### src/rtl/vga_pkg.sv
// Shared screen geometry defaults and the fill state encoding.
package vga_pkg;
    localparam int DEF_SCREEN_W = 640;
    localparam int DEF_SCREEN_H = 480;
    localparam int DEF_COORD_W  = 11;

    typedef enum logic [1:0] {
        IDLE = 2'd0,
        RUN  = 2'd1,
        DONE = 2'd2
    } state_t;
endpackage

### src/rtl/raster_counter.sv
// x/y raster scan over an inclusive rectangle; x wraps to xl at xr and bumps y.
module raster_counter
    import vga_pkg::*;
#(
    parameter int COORD_W = DEF_COORD_W
) (
    input  logic               clk,
    input  logic               reset_n,
    input  logic               load,
    input  logic               advance,
    input  logic [COORD_W-1:0] xl,
    input  logic [COORD_W-1:0] xr,
    input  logic [COORD_W-1:0] yt,
    input  logic [COORD_W-1:0] yb,
    output logic [COORD_W-1:0] x,
    output logic [COORD_W-1:0] y,
    output logic               last
);
    logic [COORD_W-1:0] r_x;
    logic [COORD_W-1:0] r_y;
    logic               w_xend;

    assign w_xend = (r_x == xr);
    assign last   = w_xend && (r_y == yb);
    assign x      = r_x;
    assign y      = r_y;

    always_ff @(posedge clk or negedge reset_n) begin
        if (!reset_n) begin
            r_x <= '0;
            r_y <= '0;
        end else if (load) begin
            r_x <= xl;
            r_y <= yt;
        end else if (advance) begin
            if (w_xend) begin
                r_x <= xl;
                r_y <= r_y + 1'b1;
            end else begin
                r_x <= r_x + 1'b1;
            end
        end
    end
endmodule

### src/rtl/rect_fill.sv
// Rectangle fill engine: orders and clips corners, then streams one pixel
// per ready handshake in raster order.
module rect_fill
    import vga_pkg::*;
#(
    parameter int SCREEN_W = DEF_SCREEN_W,
    parameter int SCREEN_H = DEF_SCREEN_H,
    parameter int COORD_W  = DEF_COORD_W,
    parameter int COLOR_W  = 1
) (
    input  logic               clk,
    input  logic               reset_n,
    input  logic               start,
    input  logic               abort,
    input  logic [COORD_W-1:0] x0,
    input  logic [COORD_W-1:0] y0,
    input  logic [COORD_W-1:0] x1,
    input  logic [COORD_W-1:0] y1,
    input  logic [COLOR_W-1:0] color_in,
    input  logic               ready,
    output logic [COORD_W-1:0] x,
    output logic [COORD_W-1:0] y,
    output logic [COLOR_W-1:0] pixel_color,
    output logic               pixel_write,
    output logic               busy,
    output logic               done
);
    localparam logic [COORD_W-1:0] XMAX = COORD_W'(SCREEN_W - 1);
    localparam logic [COORD_W-1:0] YMAX = COORD_W'(SCREEN_H - 1);

    state_t             r_state;
    state_t             w_next;
    logic [COORD_W-1:0] r_xl, r_xr, r_yt, r_yb;
    logic [COLOR_W-1:0] r_color;
    logic [COORD_W-1:0] w_xl, w_xr_raw, w_xr, w_yt, w_yb_raw, w_yb;
    logic               w_empty, w_load, w_adv, w_last;

    assign w_xl     = (x0 < x1) ? x0 : x1;
    assign w_xr_raw = (x0 < x1) ? x1 : x0;
    assign w_yt     = (y0 < y1) ? y0 : y1;
    assign w_yb_raw = (y0 < y1) ? y1 : y0;
    assign w_xr     = (w_xr_raw > XMAX) ? XMAX : w_xr_raw;
    assign w_yb     = (w_yb_raw > YMAX) ? YMAX : w_yb_raw;
    assign w_empty  = (w_xl > XMAX) || (w_yt > YMAX);

    always_ff @(posedge clk or negedge reset_n) begin
        if (!reset_n) begin
            r_state <= IDLE;
            r_xl    <= '0;
            r_xr    <= '0;
            r_yt    <= '0;
            r_yb    <= '0;
            r_color <= '0;
        end else begin
            r_state <= w_next;
            if (r_state == IDLE && start) begin
                r_xl    <= w_xl;
                r_xr    <= w_xr;
                r_yt    <= w_yt;
                r_yb    <= w_yb;
                r_color <= color_in;
            end
        end
    end

    // Abort wins over the scan; the final consume never advances so x/y stay on the last pixel.
    always_comb begin
        w_next = r_state;
        w_load = 1'b0;
        w_adv  = 1'b0;
        case (r_state)
            IDLE: begin
                if (start) begin
                    w_load = !w_empty;
                    w_next = w_empty ? DONE : RUN;
                end
            end
            RUN: begin
                if (abort)                w_next = DONE;
                else if (ready && w_last) w_next = DONE;
                else                      w_adv  = ready;
            end
            DONE:    w_next = IDLE;
            default: w_next = IDLE;
        endcase
    end

    // The counter loads straight from the ordered corners so the first pixel appears one cycle after start.
    raster_counter #(.COORD_W(COORD_W)) u_scan (
        .clk     (clk),
        .reset_n (reset_n),
        .load    (w_load),
        .advance (w_adv),
        .xl      (w_load ? w_xl : r_xl),
        .xr      (r_xr),
        .yt      (w_load ? w_yt : r_yt),
        .yb      (r_yb),
        .x       (x),
        .y       (y),
        .last    (w_last)
    );

    assign pixel_color = r_color;
    assign pixel_write = (r_state == RUN);
    assign busy        = (r_state == RUN);
    assign done        = (r_state == DONE);
endmodule

### config.mk
export PLATFORM = sky130hd
export DESIGN_NAME = rect_fill
export DESIGN_NICKNAME = d
export VERILOG_FILES = /design/src/rtl/vga_pkg.sv /design/src/rtl/raster_counter.sv /design/src/rtl/rect_fill.sv
export SDC_FILE = /design/constraint.sdc
export NUM_CORES = 1
export LEC_CHECK = 0
export CAP_MARGIN = 10
export CORE_ASPECT_RATIO = 0.7
export CORE_MARGIN = 3
export CORE_UTILIZATION = 41
export CTS_CLUSTER_SIZE = 25
export DETAILED_ROUTE_END_ITERATION = 8
export GPL_TIMING_DRIVEN = 1
export HOLD_SLACK_MARGIN = 0.05
export PLACE_DENSITY = 0.63
export SLEW_MARGIN = 20
export SYNTH_ARGS = -nofsm -noshare
export SYNTH_HDL_FRONTEND = slang
export SYNTH_SLANG_ARGS = --single-unit
### constraint.sdc
create_clock -name clk -period 2.8 [get_ports clk]
set_input_delay 0.56 -clock clk [delete_from_list [all_inputs] [get_ports clk]]
set_output_delay 0.56 -clock clk [all_outputs]
set_load 0.01 [all_outputs]
Word level (Yosys, flattened, before mapping)
Cells that the tools add are included.

Bits in registers: 58. Input bits: 50. Logic and storage cells: 54. Output and inout port bits: 26.

Order comparisons: 6. Reductions and logical operators: 10. $add $sub $neg: 2. Eq/ne operators: 6. Muxes and demuxes: 23.

Operator list (count): 11-bit 2-to-1 mux (13); 11-bit by 1-bit adder with 11-bit output, second input constant (2); 11-bit equality test (2); 11-bit by 10-bit greater-than comparator with 1-bit output, second input constant (2); 11-bit by 9-bit greater-than comparator with 1-bit output, second input constant (2); 11-bit < comparator (2); 2-bit 2-to-1 mux (4); 1-bit 2-to-1 mux (5); 2-bit one-hot mux with 2 select lines (1); 2-bit AND reduction (2); 2-bit nonzero test (2); 1-bit logical AND (3); 3-bit by 2-bit != test with 1-bit output, second input constant (1); 2-bit by 1-bit equality test with 1-bit output, second input constant (1); 2-bit equality test, second input constant (1); 2-bit zero test (1); 2-bit != test, second input constant (1); 1-bit zero test (1); 1-bit logical OR (1).

Logic depth before layout (Yosys ltp)
Gate-level depths: netlist of the first run.

Word-level depth: 11. Gate-level depth with buffers: 11. Gate-level depth less buffers: 9.

Hierarchy
From an unflattened synthesis of the first run, not the netlist that was laid out.

Cells, all modules: 521. Area, all modules: 5023.6 um^2.

By module, submodules not included: rect_fill (sequential area each 1176.1 um^2, area each 3173.0 um^2, cells each 320, instances 1); raster_counter (sequential area each 550.5 um^2, area each 1850.5 um^2, cells each 201, instances 1).

Least setup slack after synthesis of the first run
OpenSTA, ideal clock, no wires.

Kind: input port to flip-flop. From: input y1[9]. To: register u_scan.r_y[6] (netlist: u_scan.y[6]). Setup time: 0.079 ns. Path buffers: 1. Data required time: 2.721 ns. Path slack: 0.343 ns. Stages on the path: 10. Data arrival time: 2.378 ns. Cells stage by stage: inv_1 > ha_1 > a21oi_1 > nand2_1 > a211oi_2 > and4_1 > nor2_1 > nor3_4 > buf_6 > mux2i_1.

Cells in the longest elaborated chain, start to end: 9. Elaborated cells between the ends (all ways): 11. Those cells by class: order compare: 2; mux: 4; reduce/logical: 5.

Ends and longest elaborated chain: start, declared (RTL line rect_fill.sv:18) `input logic [COORD_W-1:0] y1,`; 11-bit < comparator (RTL line rect_fill.sv:40) `assign w_yt = (y0 < y1) ? y0 : y1;`; 11-bit 2-to-1 mux * (RTL line rect_fill.sv:40); 11-bit by 9-bit greater-than comparator with 1-bit output (RTL line rect_fill.sv:44) `assign w_empty = (w_xl > XMAX) || (w_yt > YMAX);`; 1-bit logical OR (RTL line rect_fill.sv:44); 1-bit zero test (RTL line rect_fill.sv:74) `w_load = !w_empty;`; 1-bit 2-to-1 mux (RTL line rect_fill.sv:73) `if (start) begin`; 1-bit 2-to-1 mux (RTL line rect_fill.sv:71) `case (r_state)`; 2-bit nonzero test (no line); 2-bit AND reduction (no line); end signal, assigned (RTL line raster_counter.sv:34) `r_y <= yt;`; end signal, assigned (RTL line raster_counter.sv:38) `r_y <= r_y + 1'b1;`; end, declared (RTL line raster_counter.sv:20) `logic [COORD_W-1:0] r_y;`.

Every way passes the cells marked *; elsewhere a longest branch is shown, timed or not. A chain may end at the register's enable or synchronous reset.

Final worst setup path of the first run
From: input x1[9]. To: register u_scan.r_x[9] (netlist: u_scan.x[9]).

Cells in the longest elaborated chain, start to end: 11. Elaborated cells between the ends (all ways): 12. Those cells by class: order compare: 2; mux: 7; reduce/logical: 3.

Ends and longest elaborated chain: start, declared (RTL line rect_fill.sv:17) `input logic [COORD_W-1:0] x1,`; 11-bit < comparator (RTL line rect_fill.sv:38) `assign w_xl = (x0 < x1) ? x0 : x1;`; 11-bit 2-to-1 mux * (RTL line rect_fill.sv:38); 11-bit by 10-bit greater-than comparator with 1-bit output (RTL line rect_fill.sv:44); 1-bit logical OR (RTL line rect_fill.sv:44); 1-bit zero test (RTL line rect_fill.sv:74); 1-bit 2-to-1 mux (RTL line rect_fill.sv:73); 1-bit 2-to-1 mux (RTL line rect_fill.sv:71); 11-bit 2-to-1 mux (RTL line rect_fill.sv:94) `.xl (w_load ? w_xl : r_xl),`; 11-bit 2-to-1 mux (RTL line raster_counter.sv:36) `if (w_xend) begin`; 11-bit 2-to-1 mux (RTL line raster_counter.sv:35) `end else if (advance) begin`; 11-bit 2-to-1 mux (RTL line raster_counter.sv:32) `end else if (load) begin`; end signal, assigned (RTL line raster_counter.sv:33) `r_x <= xl;`; end signal, assigned (RTL line raster_counter.sv:37) `r_x <= xl;`; end signal, assigned (RTL line raster_counter.sv:40) `r_x <= r_x + 1'b1;`; end, declared (RTL line raster_counter.sv:19) `logic [COORD_W-1:0] r_x;`.

Every way passes the cells marked *; elsewhere a longest branch is shown, timed or not. The select of a mux whose other input is x is not followed.

==> results.yml, run 1 <==
status:
  status: "completed"
floorplanning:
  start_util_pct: 43.3
  die_w_um: 125
  design.die.area_um2: 11100
  core-area_um2: 9330
  num_rows: 29
  ios: 76
  die_h_um: 89
logic_synthesis:
  avgSynthCellArea_um2: 8.64
  synthesis.area_um2: 4040
  ys.flop_type: "dfrtp_1"
  synth-edff-count: 0
  syn-instance-count: 467
  syn_nets: 539
  synth_top_area_cell: "dfrtp_1"
  synthArstFlopShare_pct: 100
  yosysSeqAreaShare_pct: 36.0
  synth_most_common_cell: "nor2_1"
  ys_warn_count: 0
  synth_seq_cells: 58
  synth_top_area_share_pct: 36.0
  synthTopCellsByCount: "nor2_1 (61), dfrtp_1 (58), a21oi_1 (47), nand2_1 (46), mux2i_1 (31)"
  synth.distinct_cells: 57
  ys_top_cells_by_area: "dfrtp_1 (36%), mux2i_1 (7.7%), ha_1 (6.8%), a21oi_1 (5.8%), nor2_1 (5.7%)"
layout:
  syn_to_final_growth_pct: 50.7
  nNetsFinal: 692
  fin_cells: 749
  fin_area_um2: 6080
  fin_util_pct: 65.2
  n_antenna_cell: 0
  drive_gt1_share_pct: 23.5
  fillers: 760
grt:
  antenna_found_initial: 0
  grt_max_degree: 35
  met2_usage_pct: 31.0
  grtUsageMet1_pct: 33.2
  grt_pass1_wl_um: 19100
  met3_usage_pct: 4.30
  gr-total-overflow: 0
  grt-busiest-layer: "met1"
  track_usage_pct: 21.6
  grt_pass1_vias: 3757
clock_network:
  cts_buffers: 9
  clkSlewWorstSetupHoldPaths_ps: 50
  cts_hold_buf: 0
  root_buffer: "clkbuf_16"
  cts_tree: "yes"
  clock-sinks: 58
  htreeDepth: 3
  clock_latency_ps: 330
  cts_buffer_depth: 2
timing:
  post-route-period-util_pct: 98.6
  report.final.slew_viol_count: 0
  worst_pin_slew_ps: 565
  setup_viol: 0
  clock_skew_ps: 5.13
  whs_ps: 229
  hold_viol: 0
  max_freq_mhz: 362
  slew_headroom_pct: 62.3
  finalCriticalPeriod_ps: 2760
placed_design:
  dpl.hpwl_um: 9140
  placed_cell_area_um2: 5480
  gp_congestion: 0.877
  dp_cells: 727
  port_buffers: 75
routing:
  antenna_left: 0
  drt_first_pass_iters: 4
  vias: 3948
  viasPerCell: 5.27
  routedWlPerCell_um: 16.1
  drc_errors: 0
  wl_um: 12000
  drt-initial-drc-count: 310
power_and_ir_drop:
  vdd_drop_max_v: 0.000336
  p_leak_uw: 0.00269
  cellPowerDensity_nw_per_um2: 654
  finalPower_uw: 3980
setup_path:
  cp.required_ps: 3010
  critical_path.max_fanout: 5
  criticalPathCategory: "in2reg"
  startpoint_type: "input pin"
  end_kind: "flip-flop"
  arrival_ps: 2970
min_path:
  worstHoldPathType: "in2async"
flow_run:
  cap_violations: 0
[per-stage QoR]
step | setup TNS [ps] | setup WS (ps)
after floorplan | 0 | 343
after global placement | -5010 | -230
after detailed placement | -7000 | -332
after CTS | 0 | 33.7
after global routing | -149 | -42.9
final | 0 | 37.8
[logic make-up after synthesis]
family / Yosys count / synth area share (%)
XOR/XNOR: 37 / 8.22
buffers and inverters: 46 / 5.18
AO/OA/AOI/OAI: 104 / 15.5
AND/OR/NAND/NOR: 168 / 20.3
multiplexers: 32 / 7.97
adder cells (fa/ha/maj): 22 / 6.82
flip-flops: 58 / 36.0
[worst max-delay path, stage by stage]
cell and delay (ps):
clkdlybuf4s50_1 510, inv_1 60, ha_1 290, nand4_1 130, nor2_1 170, a21oi_2 100, and3b_2 240, nor2_2 130
buf_4 140, nor3_4 50, buf_4 140, clkbuf_16 150, a221o_1 310
[what timing repair did]
item / 4_1_cts / 5_1_grt
gates cloned: 0 / 1
setup buffers: 0 / 5
resized for setup: 1 / 42
setup endpoints to repair: 1 / 21
pin swaps: 0 / 9
[report_power, final]
| part | leakage (µW) | switching (µW) | total, µW | internal [µW] |
|---|---|---|---|---|
| Clock | 0.000152 | 366 | 1080 | 718 |
| Combinational | 0.00185 | 678 | 1500 | 822 |
| Sequential | 0.000689 | 337 | 1390 | 1060 |
| Total | 0.00269 | 1380 | 3980 | 2600 |
[final cells by class]
cell class	instances	area, µm²	share of cell area (%)
multi-input cells	363	2580	42.5
clock inverters	1	5.00	0.0823
repair buffers	161	1480	24.4
clock buffers	15	298	4.90
inverters	27	101	1.67
flip-flops and latches	58	1450	23.9
well taps	124	155	2.55
[path summary, 6_finish.rpt]
path	startpoint	endpoint	slack (ps)	cells past startpoint
setup / recovery	x1[9]	u_scan.x[9]	40	13
hold / removal	reset_n	u_scan.y[2]	230	1
setup reg to reg	u_scan.x[10]	u_scan.x[8]	290	7
hold reg to reg	r_xl[3]	r_xl[3]	490	2
max in group asynchronous	reset_n	r_xl[0]	1910	2
min in group clk	r_xl[3]	r_xl[3]	490	2
[flip-flops by register name (all words and copies together) (netlist names)]
register / count
r_xl: 11
r_xr: 11
r_yb: 11
u_scan.x: 11
u_scan.y: 11
r_state: 2
pixel_color: 1
[per-layer routing]
metal | up-vias | wire [µm] | part of all wire, %
li1 | 1941 | - | -
met1 | 1887 | 6240 | 52
met5 | - | 0 | 0
met3 | 8 | 686 | 5.7
met2 | 112 | 5030 | 42
met4 | 0 | 95 | 0.79
[cells in the final DEF (no fill, tap or decap), types with 2 or more instances in the layout]
cell type        count
clkbuf_8             5
nor3_4               2
and3_1               3
dlymetal6s2s_1       5
a211o_1              3
a21oi_2              9
o31ai_1              2
nor2_1              59
a221oi_1             2
a221o_1              3
inv_1               22
nor4_1               5
buf_12               5
o21ai_1              4
ha_4                11
a21oi_1             38
nand2_1             46
a211oi_1             5
ha_1                11
xnor2_1             17
nor3_1               6
mux2i_1             30
nor2b_1              3
nand3_1             13
xor2_1              19
o21ai_0             23
nand4_1             12
clkdlybuf4s50_1     69
inv_2                5
buf_4               80
dfrtp_1             58
o21ai_2              2
and2_1               5
clkbuf_16           10
No activity file was read; power rests on OpenSTA's default activity.
==> run 2, diff against run 1 <==
--- a/config.mk
+++ b/config.mk
@@ -14,6 +14,7 @@
 export GPL_TIMING_DRIVEN = 1
 export HOLD_SLACK_MARGIN = 0.05
 export PLACE_DENSITY = 0.63
+export SETUP_SLACK_MARGIN = 0.3
 export SLEW_MARGIN = 20
 export SYNTH_ARGS = -nofsm -noshare
 export SYNTH_HDL_FRONTEND = slang
==> results.yml, run 2 (synthesized netlist as in run 1, its figures left out) <==
clock_network:
  cts_buffers: 9
  cts_buffer_depth: 2
  htreeDepth: 3
  root_buffer: "clkbuf_16"
  cts_tree: "yes"
  clock-sinks: 58
  cts_hold_buf: 0
  clock_latency_ps: 330
  clkSlewWorstSetupHoldPaths_ps: 50
setup_path:
  cpLargestDelayFamily: "buffers and inverters"
  path_cells: "dlygate4sd2_1 > inv_1 > ha_1 > nand4_1 > nor2_1 > a21oi_2 > buf_4 > nand2_1 > buf_4 > mux2i_1 > a221oi_1"
  critical_path.max_fanout: 14
  cp_common_cell: "buf_4"
  arrival_ps: 2650
  path_buf_inv: 4
  cp.required_ps: 2980
  critical-path-slowest-cell: "mux2i_1"
  criticalPathCategory: "in2reg"
  slowest_delay_ps: 510
  end_kind: "flip-flop"
  startpoint_type: "input pin"
layout:
  fin_util_pct: 65.6
  nNetsFinal: 698
  final_common_cell: "buf_4"
  regArea_um2: 1450
  drive_gt1_share_pct: 28.5
  multi_input_area_um2: 2640
  final_cell_mix: "buf_4 (84), nor2_1 (59), dfrtp_1 (58), nand2_1 (46), a21oi_1 (39)"
  fillers: 751
  n_antenna_cell: 0
  syn_to_final_growth_pct: 51.6
timing:
  clock_skew_ps: 4.90
  setup_tns_ps: 0
  finalCriticalPeriod_ps: 2470
  worst_pin_slew_ps: 532
  rsz0062_at_grt: "true"
  setup_viol: 0
  post-route-period-util_pct: 88.2
  fin_ws_ps: 331
  slew_headroom_pct: 63.5
  report.final.slew_viol_count: 0
  max_freq_mhz: 405
  hold_viol: 0
routing:
  antenna_left: 0
  drt-initial-drc-count: 254
  drt_first_pass_iters: 5
  wl_um: 12400
  drc_errors: 0
  viasPerCell: 5.32
  routedWlPerCell_um: 16.4
  vias: 4014
power_and_ir_drop:
  p_seq_share_pct: 34.9
  cellPowerDensity_nw_per_um2: 653
  power.switching_uw: 1400
  combPwrFrac_pct: 38.0
  vdd_drop_max_v: 0.000342
  p_int_uw: 2600
  clkPwrFrac_pct: 27.1
  netSwitchingFraction_pct: 35.0
  finalPower_uw: 3990
  p_leak_uw: 0.00275
floorplanning:
  die_w_um: 125
  core-area_um2: 9330
  num_rows: 29
  die_h_um: 89
  start_util_pct: 43.3
  design.die.area_um2: 11100
  ios: 76
grt:
  grt_pass1_vias: 3936
  gr-total-overflow: 0
  grt_pass1_wl_um: 20300
  grt_max_degree: 35
  antenna_found_initial: 0
  track_usage_pct: 23.0
placed_design:
  dpl.hpwl_um: 9140
  port_buffers: 75
  gp_congestion: 0.877
  pre_cts_slack_ps: -332
flow_run:
  cap_violations: 0
status:
  status: "completed"
min_path:
  worstHoldPathType: "in2async"
==> run 2: cell types whose count changed in the layout (fill, tap and decap cells not counted), moves of 3 or more <==
cell / previous run / this run
clkbuf_2: 0 / 8
mux2i_1: 30 / 27
dlygate4sd2_1: 0 / 26
ha_1: 11 / 8
clkdlybuf4s50_1: 69 / 34
buf_4: 80 / 84
inv_2: 5 / 17
inv_1: 22 / 10
mux2i_2: 1 / 4
==> run 2: cell type report <==
cell class,instances,area share [%]
tap,124,2.54
clock inverter,1,0.0818
clock buffer,15,4.87
inverter,27,1.66
timing repair buffer,167,24.0
sequential,58,23.7
multi-input combinational,363,43.1
==> run 2: worst paths after layout <==
| check | start | endpoint | slack, ps | cells after the start |
|---|---|---|---|---|
| setup / recovery | x1[9] | u_scan.x[2] | 330 | 11 |
| hold reg to reg | r_xl[5] | r_xl[5] | 490 | 2 |
| setup reg to reg | u_scan.x[6] | u_scan.x[8] | 450 | 8 |
| hold / removal | reset_n | u_scan.y[2] | 230 | 1 |
| max in group asynchronous | reset_n | r_xl[0] | 1900 | 2 |
| min in group clk | r_xl[5] | r_xl[5] | 490 | 2 |
==> run 2: routing by layer <==
layer	up-vias	share of wire [%]	track usage, %
li1	1953	-	-
met1	1915	51	34.3
met2	131	42	34.4
met3	15	5.7	4.42
met4	0	1.3	5.87
met5	-	0	0
==> run 2: through the flow <==
step / hold slack [ps] / cell area [µm²] / instances
2_1_floorplan: 264 / 4040 / 467
3_3_place_gp: 465 / 5480 / 727
3_5_place_dp: 472 / 5480 / 727
4_1_cts: 244 / 6070 / 751
5_1_grt: 267 / 6120 / 755
6_report: 230 / 6120 / 755
==> run 2: power by group through the flow <==
stage / registers, µW / clock network [µW] / logic (µW)
2_1_floorplan: 1350 / 0 / 768
3_3_place_gp: 1390 / 0 / 1400
3_5_place_dp: 1400 / 0 / 1430
4_1_cts: 1390 / 1090 / 1490
5_1_grt: 1430 / 1130 / 1660
6_report: 1390 / 1080 / 1520
==> run 2: what timing repair did <==
| action | 4_1_cts | 5_1_grt |
|---|---|---|
| buffers inserted | 7 | 4 |
| resized for setup | 86 | 33 |
| setup endpoints to repair | 40 | 30 |
| pin swaps | 26 | 16 |
| cloned | 1 | 0 |
==> run 2: worst reg2reg max path, delay by kind of cell, from the launching register on <==
kind	cells	cell delay (ps)
xor+xnor	1	270
mux	1	140
buf+inv	1	240
simple gates	4	820
compound gates	1	290
flops	1	520
